## src/rtl/conv_pe_array_pkg.sv

```systemverilog
// Shared types and helpers for the convolution PE array.
// Holds the engine state enum and the output scale/saturate function.
package conv_pe_array_pkg;

  typedef enum logic [1:0] {
    IDLE    = 2'd0,
    COMPUTE = 2'd1,
    FLUSH   = 2'd2,
    HOLD    = 2'd3
  } state_t;

  // Counter width that never collapses to zero bits.
  function automatic int cw(input int n);
    return (n > 1) ? $clog2(n) : 1;
  endfunction

  // Arithmetic right shift, then clamp to a signed field of `width` bits.
  function automatic logic signed [63:0] sat_scale(
    input logic signed [63:0] acc,
    input int                 shift,
    input int                 width
  );
    logic signed [63:0] s;
    logic signed [63:0] hi;
    logic signed [63:0] lo;
    s  = acc >>> shift;
    hi = (64'sd1 <<< (width - 1)) - 64'sd1;
    lo = -(64'sd1 <<< (width - 1));
    if (s > hi) return hi;
    if (s < lo) return lo;
    return s;
  endfunction

endpackage

```

## src/rtl/conv_out_buffer.sv

```systemverilog
// Output buffer: captures NB_PE accumulators with their tags and
// serialises them one lane per accepted handshake.
module conv_out_buffer
  import conv_pe_array_pkg::*;
#(
  parameter int DW    = 16,
  parameter int AW    = 32,
  parameter int NB_PE = 4,
  parameter int SCALE = 0,
  parameter int XW    = 7,
  parameter int YW    = 7,
  parameter int GW    = 2,
  parameter int CHW   = 4
) (
  input  logic                      clk,
  input  logic                      rst_n,
  input  logic                      load,
  input  logic [NB_PE-1:0][AW-1:0]  acc,
  input  logic [XW-1:0]             tx,
  input  logic [YW-1:0]             ty,
  input  logic [GW-1:0]             tg,
  output logic                      empty,
  output logic [DW-1:0]             out_data,
  output logic                      out_valid,
  input  logic                      out_ready,
  output logic [XW-1:0]             out_x,
  output logic [YW-1:0]             out_y,
  output logic [CHW-1:0]            out_ch
);

  localparam int LW = cw(NB_PE);

  logic [NB_PE-1:0][AW-1:0] data_q;
  logic [LW-1:0]            lane;
  logic                     valid;
  logic [XW-1:0]            tx_q;
  logic [YW-1:0]            ty_q;
  logic [GW-1:0]            tg_q;

  // Load a full group, then step through lanes on each handshake.
  always_ff @(posedge clk or negedge rst_n) begin
    if (!rst_n) begin
      data_q <= '0;
      lane   <= '0;
      valid  <= 1'b0;
      tx_q   <= '0;
      ty_q   <= '0;
      tg_q   <= '0;
    end else if (load) begin
      data_q <= acc;
      lane   <= '0;
      valid  <= 1'b1;
      tx_q   <= tx;
      ty_q   <= ty;
      tg_q   <= tg;
    end else if (valid && out_ready) begin
      if (int'(lane) == NB_PE - 1) begin
        valid <= 1'b0;
        lane  <= '0;
      end else begin
        lane <= lane + 1'b1;
      end
    end
  end

  // Present the current lane, zeroed whenever nothing is buffered.
  always_comb begin
    empty     = !valid;
    out_valid = valid;
    out_data  = '0;
    out_x     = '0;
    out_y     = '0;
    out_ch    = '0;
    if (valid) begin
      out_data = DW'(sat_scale(64'($signed(data_q[lane])), SCALE, DW));
      out_x    = tx_q;
      out_y    = ty_q;
      out_ch   = CHW'(int'(tg_q) * NB_PE + int'(lane));
    end
  end

endmodule

```

## src/rtl/conv_pe_array.sv

```systemverilog
// Convolution engine: NB_PE output channels per group, one tap per
// cycle, with the next group computing while the previous one drains.
module conv_pe_array
  import conv_pe_array_pkg::*;
#(
  parameter int IO_DATA_WIDTH      = 16,
  parameter int ACCUMULATION_WIDTH = 32,
  parameter int FEATURE_MAP_WIDTH  = 128,
  parameter int FEATURE_MAP_HEIGHT = 128,
  parameter int INPUT_NB_CHANNELS  = 2,
  parameter int OUTPUT_NB_CHANNELS = 16,
  parameter int KERNEL_SIZE        = 3,
  parameter int NB_PE              = 4,
  parameter int OUTPUT_SCALE       = 0
) (
  input  logic clk,
  input  logic arst_n_in,
  input  logic start,
  output logic running,
  output logic done,
  output logic in_mem_re,
  output logic [$clog2(INPUT_NB_CHANNELS*FEATURE_MAP_HEIGHT*FEATURE_MAP_WIDTH)-1:0] in_mem_addr,
  input  logic [IO_DATA_WIDTH-1:0] in_mem_qout,
  output logic k_mem_re,
  output logic [$clog2(INPUT_NB_CHANNELS*KERNEL_SIZE*KERNEL_SIZE*OUTPUT_NB_CHANNELS/NB_PE)-1:0] k_mem_addr,
  input  logic [NB_PE*IO_DATA_WIDTH-1:0] k_mem_qout,
  output logic [IO_DATA_WIDTH-1:0] out_data,
  output logic out_valid,
  input  logic out_ready,
  output logic [$clog2(FEATURE_MAP_WIDTH)-1:0] out_x,
  output logic [$clog2(FEATURE_MAP_HEIGHT)-1:0] out_y,
  output logic [$clog2(OUTPUT_NB_CHANNELS)-1:0] out_ch
);

  localparam int DW  = IO_DATA_WIDTH;
  localparam int ACW = ACCUMULATION_WIDTH;
  localparam int W   = FEATURE_MAP_WIDTH;
  localparam int H   = FEATURE_MAP_HEIGHT;
  localparam int IC  = INPUT_NB_CHANNELS;
  localparam int K   = KERNEL_SIZE;
  localparam int NG  = OUTPUT_NB_CHANNELS / NB_PE;
  localparam int IAW = $clog2(IC * H * W);
  localparam int KAW = $clog2(IC * K * K * NG);
  localparam int ICW = cw(IC);
  localparam int KW  = cw(K);
  localparam int XW  = $clog2(W);
  localparam int YW  = $clog2(H);
  localparam int GW  = cw(NG);
  localparam int CHW = $clog2(OUTPUT_NB_CHANNELS);

  state_t state;
  state_t nstate;

  logic [ICW-1:0] inch;
  logic [KW-1:0]  ky;
  logic [KW-1:0]  kx;
  logic [XW-1:0]  x;
  logic [YW-1:0]  y;
  logic [GW-1:0]  g;
  logic [XW-1:0]  tx;
  logic [YW-1:0]  ty;
  logic [GW-1:0]  tg;

  logic fin;
  logic pend;
  logic v_q;
  logic first_q;
  logic pad_q;

  logic issue;
  logic pad;
  logic tap_first;
  logic tap_last;
  logic grp_final;
  logic empty;
  logic load;
  int   yy;
  int   xx;

  logic [DW-1:0]               act;
  logic signed [2*DW-1:0]      prod [NB_PE];
  logic [NB_PE-1:0][ACW-1:0]   acc;
  logic [NB_PE-1:0][ACW-1:0]   acc_next;

  // Tap position flags within the current group and layer.
  always_comb begin
    tap_first = (inch == '0) && (ky == '0) && (kx == '0);
    tap_last  = (int'(inch) == IC - 1) && (int'(ky) == K - 1)
             && (int'(kx) == K - 1);
    grp_final = (int'(x) == W - 1) && (int'(y) == H - 1)
             && (int'(g) == NG - 1);
  end

  // Signed window coordinates, padding test and memory requests.
  always_comb begin
    yy          = int'(y) + int'(ky) - K / 2;
    xx          = int'(x) + int'(kx) - K / 2;
    pad         = (yy < 0) || (yy >= H) || (xx < 0) || (xx >= W);
    issue       = (state == COMPUTE);
    in_mem_re   = issue && !pad;
    k_mem_re    = issue;
    in_mem_addr = '0;
    k_mem_addr  = '0;
    if (in_mem_re)
      in_mem_addr = IAW'((int'(inch) * H + yy) * W + xx);
    if (issue)
      k_mem_addr = KAW'(((int'(inch) * K + int'(ky)) * K + int'(kx))
                 * NG + int'(g));
  end

  // Multiply returning data; the first tap of a group restarts the sum.
  always_comb begin
    act = pad_q ? '0 : in_mem_qout;
    for (int p = 0; p < NB_PE; p++) begin
      prod[p] = $signed(act) * $signed(k_mem_qout[p*DW +: DW]);
      acc_next[p] = acc[p];
      if (v_q)
        acc_next[p] = first_q ? ACW'(prod[p])
                              : acc[p] + ACW'(prod[p]);
    end
  end

  // Copy the finished group once the buffer has drained.
  always_comb begin
    load = ((state == FLUSH) || (state == HOLD && pend)) && empty;
  end

  // State register.
  always_ff @(posedge clk or negedge arst_n_in) begin
    if (!arst_n_in) state <= IDLE;
    else            state <= nstate;
  end

  // Next-state logic.
  always_comb begin
    nstate = state;
    unique case (state)
      IDLE:    if (start) nstate = COMPUTE;
      COMPUTE: if (tap_last) nstate = FLUSH;
      FLUSH:   if (empty && !fin) nstate = COMPUTE;
               else nstate = HOLD;
      HOLD:    if (empty) begin
                 if (!pend)     nstate = IDLE;
                 else if (!fin) nstate = COMPUTE;
               end
      default: nstate = IDLE;
    endcase
  end

  // Status outputs.
  always_comb begin
    running = (state != IDLE);
    done    = (state == HOLD) && empty && !pend;
  end

  // Tap and position counters, plus tags of the group just issued.
  always_ff @(posedge clk or negedge arst_n_in) begin
    if (!arst_n_in) begin
      inch <= '0;
      ky   <= '0;
      kx   <= '0;
      x    <= '0;
      y    <= '0;
      g    <= '0;
      tx   <= '0;
      ty   <= '0;
      tg   <= '0;
      fin  <= 1'b0;
    end else if (state == IDLE) begin
      if (start) begin
        inch <= '0;
        ky   <= '0;
        kx   <= '0;
        x    <= '0;
        y    <= '0;
        g    <= '0;
        fin  <= 1'b0;
      end
    end else if (issue) begin
      if (tap_last) begin
        inch <= '0;
        ky   <= '0;
        kx   <= '0;
        tx   <= x;
        ty   <= y;
        tg   <= g;
        fin  <= grp_final;
        if (int'(g) == NG - 1) begin
          g <= '0;
          if (int'(x) == W - 1) begin
            x <= '0;
            if (int'(y) == H - 1) y <= '0;
            else                  y <= y + 1'b1;
          end else begin
            x <= x + 1'b1;
          end
        end else begin
          g <= g + 1'b1;
        end
      end else if (int'(kx) == K - 1) begin
        kx <= '0;
        if (int'(ky) == K - 1) begin
          ky   <= '0;
          inch <= inch + 1'b1;
        end else begin
          ky <= ky + 1'b1;
        end
      end else begin
        kx <= kx + 1'b1;
      end
    end
  end

  // Read-latency pipeline and accumulators.
  always_ff @(posedge clk or negedge arst_n_in) begin
    if (!arst_n_in) begin
      v_q     <= 1'b0;
      first_q <= 1'b0;
      pad_q   <= 1'b0;
      acc     <= '0;
    end else begin
      v_q     <= issue;
      first_q <= issue && tap_first;
      pad_q   <= issue && pad;
      acc     <= acc_next;
    end
  end

  // Remember a finished group still waiting for buffer space.
  always_ff @(posedge clk or negedge arst_n_in) begin
    if (!arst_n_in)          pend <= 1'b0;
    else if (load)           pend <= 1'b0;
    else if (state == FLUSH) pend <= 1'b1;
  end

  conv_out_buffer #(
    .DW    (DW),
    .AW    (ACW),
    .NB_PE (NB_PE),
    .SCALE (OUTPUT_SCALE),
    .XW    (XW),
    .YW    (YW),
    .GW    (GW),
    .CHW   (CHW)
  ) u_buf (
    .clk       (clk),
    .rst_n     (arst_n_in),
    .load      (load),
    .acc       (acc_next),
    .tx        (tx),
    .ty        (ty),
    .tg        (tg),
    .empty     (empty),
    .out_data  (out_data),
    .out_valid (out_valid),
    .out_ready (out_ready),
    .out_x     (out_x),
    .out_y     (out_y),
    .out_ch    (out_ch)
  );

endmodule

```

## config.mk

```make
export PLATFORM = sky130hd
export DESIGN_NAME = conv_pe_array
export DESIGN_NICKNAME = d
export VERILOG_FILES = /design/src/rtl/conv_pe_array_pkg.sv /design/src/rtl/conv_out_buffer.sv /design/src/rtl/conv_pe_array.sv
export SDC_FILE = /design/constraint.sdc
export NUM_CORES = 2
export LEC_CHECK = 0
export CORE_ASPECT_RATIO = 0.8
export CORE_UTILIZATION = 30
export DETAILED_ROUTE_END_ITERATION = 8
export PLACE_DENSITY = 0.42
export SYNTH_ARGS = -nofsm -noshare
export SYNTH_HDL_FRONTEND = slang
export SYNTH_SLANG_ARGS = --single-unit
```

## constraint.sdc

```tcl
create_clock -name clk -period 23.7 [get_ports clk]
set_input_delay 4.74 -clock clk [delete_from_list [all_inputs] [get_ports clk]]
set_output_delay 4.74 -clock clk [all_outputs]
set_load 0.02 [all_outputs]
```

==> results_dict.tcl <==
set metrics [dict create \
    grt_pass1_wl_um 302000 \
    drv_slew 0 \
    status "complete, no violations" \
    drive_gt1_share_pct 4.60 \
    arrival_ns 14.70 \
    antenna_found_initial 8 \
    crit_path_frequent_cell "fa_1" \
    ys_warn_count 0 \
    yosys.area_share.simple_pct 15.8 \
    ant_nets 0 \
    cp.required_ns 24.16 \
    crit_path_start_kind "input pin" \
    vias 46000 \
    clock_latency_ns 0.58 \
    end_kind "flip-flop" \
    critical_path_class "in -> reg" \
    syn_area_sq_um 61600 \
    rsz0062_at_grt "no" \
    slew_headroom_pct 30.2 \
    multi_input_area_sq_um 47800 \
    setup_tns_ns 0 \
    cts_resized 0 \
    detailed_place_hpwl_um 152000 \
    final_cell_mix "inv_1 (1,273), fa_1 (1,058), nand2_1 (860), and2_1 (528), ha_1 (502)" \
    path_max_fanout 31 \
    syn_nets 8501 \
    drc 0 \
    syn_inst 6857 \
    drt_iter0_markers 2524 \
    post-cts-setup-buffer-count 0 \
    grt_max_degree 146 \
    die_height_um 407 \
    seq_area_frac_synth_pct 13.0 \
    drt_wl_total_um 193000 \
    die_w_um 509 \
    viasPerCell 4.82 \
    die_area_sq_um 207000 \
    h-tree-depth 2 \
    cts-root-buf "clkbuf_16" \
    synth-adder-area-share_pct 44.6 \
    grt_pass1_vias 48600 \
    drt_first_pass_iters 6 \
    cts_buffer_depth 3 \
    grt_use_total_pct 18.9 \
    grt_overflow_total 0 \
    cts-hold-fix-buffers 0 \
    coreArea_sq_um 204000 \
    io_buffers 144 \
    cts_buffers 38 \
    slowest_delay_ns 0.59 \
    finClkSkew_ns 0.0394 \
    tightest_slew_ns 1.04 \
    final_core_util_pct 33.0 \
    wl_per_cell_um 20.2 \
    ys.flop_type "dfrtp_1" \
    area_growth_pct 9.05 \
    place_congestion 0.882 \
    period_share_pct 60.1 \
    hold_viol 0 \
    seqCellArea_sq_um 7990 \
    layout_commonest_cell "inv_1" \
    synth_edf_count 0 \
    synthXorXnorAreaFrac_pct 3.51 \
    synth_cell_types 97 \
    clock_sinks 319 \
    crit_slowest_cell "fa_1" \
    cap_viol_max_count 0 \
    rows 148 \
    synth.area.mux_share_pct 3.43 \
    fill_cells 21400 \
    fmax_mhz 70.2 \
    async_reset_ff_share_pct 100 \
    setup_viol 0 \
    cts_tree "yes" \
    synth-compound-area-share_pct 10.2 \
    synth-seq-cells 319 \
    path_clk_slew_ns 0.06 \
    synth_area_per_cell_sq_um 8.99 \
    synth_top_family_by_area "adder cells" \
    finalCriticalPeriod_ns 14.24 \
    layout.nets 8448 \
    start_util_pct 30.3 \
    holdCritPathClass "reg -> reg" \
    io_pins 145 \
]
==> area by class of cell <==
class	count	area share, %
multi-input cells	4966	71.2
flip-flops and latches	319	11.9
inverters	1275	7.12
well taps	2700	5.03
repair buffers	204	2.84
clock buffers	49	1.58
clock inverters	19	0.333
diodes	4	0.0149
==> worst max-delay path: cells and delay by family <==
family	cells	cell delay, ns
muxes	2	0.74
and+or+nand+nor	5	0.88
adders and majority gates	8	3.87
AOI/OAI and AO/OA	10	2.68
buffers and inverters	4	1.42
xor gates and xnor gates	1	0.30
==> logic make-up after synthesis <==
| group | after synthesis |
|---|---|
| AOI/OAI and AO/OA | 962 |
| xor gates and xnor gates | 247 |
| adders and majority gates | 1560 |
| buffers and inverters | 1572 |
| DFF | 319 |
| muxes | 159 |
| and+or+nand+nor | 2038 |
==> layer usage <==
layer	track usage [%]	wire [um]	share of wire, %	vias up
met3	1.27	5570	2.9	114
met1	28.3	96200	50	23800
met2	30.3	88700	46	684
met4	2.14	2250	1.2	0
met5	0	0	0	-
li1	-	-	-	21400
==> synthesized netlist by cell type, types with 12 or more instances <==
master / number / area (sq um)
and2_1: 528 / 3300
or3_1: 17 / 106
dfrtp_1: 319 / 7980
nor3_1: 41 / 205
nand2b_1: 34 / 213
mux2_2: 87 / 980
nor2_1: 338 / 1270
buf_1: 17 / 63.8
mux2i_1: 39 / 390
inv_1: 1274 / 4780
nand4_1: 26 / 163
a21o_1: 118 / 886
o21ai_0: 177 / 886
nand2_1: 861 / 3230
o31ai_1: 18 / 135
nand3_1: 49 / 245
and3_1: 37 / 231
mux4_2: 33 / 743
nor2b_1: 50 / 313
xor2_1: 69 / 604
o211ai_1: 21 / 158
a221o_1: 12 / 120
ha_1: 502 / 6280
o21bai_1: 28 / 210
a31oi_1: 45 / 282
clkbuf_1: 269 / 1010
fa_1: 1058 / 21200
a211oi_1: 39 / 293
o21a_1: 45 / 338
xnor2_1: 178 / 1560
a21oi_1: 311 / 1560
==> path summary, 6_finish.rpt <==
| check | start | endpoint | slack, ns | cells past startpoint |
|---|---|---|---|---|
| min in group asynchronous | arst_n_in | ky[1] | 4.20 | 1 |
| setup / recovery | in_mem_qout[10] | u_buf.data_q[95] | 9.46 | 30 |
| hold / removal | tx[3] | u_buf.tx_q[3] | 0.47 | 2 |
| setup reg to reg | pad_q | u_buf.data_q[63] | 13.29 | 31 |
| max in group asynchronous | arst_n_in | acc[119] | 16.60 | 4 |
| hold reg to reg | tx[3] | u_buf.tx_q[3] | 0.47 | 2 |
==> state kept, by name, indices dropped and copies added, names as in the netlist, 7 cells and up <==
signal	cells
acc	128
u_buf.tx_q	7
ty	7
tx	7
x	7
u_buf.data_q	128
u_buf.ty_q	7
y	7
==> stage by stage <==
stage               setup WS, ns  hold slack (ns)  std cells  instance area [sq um]
floorplan                  10.96            0.438       6857                  61600
global placement            8.91            0.453       9464                  65900
detailed placement          8.88            0.457       9464                  65900
CTS                         9.44            0.473       9532                  67200
global route                8.81            0.489       9532                  67200
finish                      9.46            0.466       9536                  67200
Power is left out: the tool's default activity adds up to more than one toggle a clock period on the data nets, which glitch-free logic cannot reach.
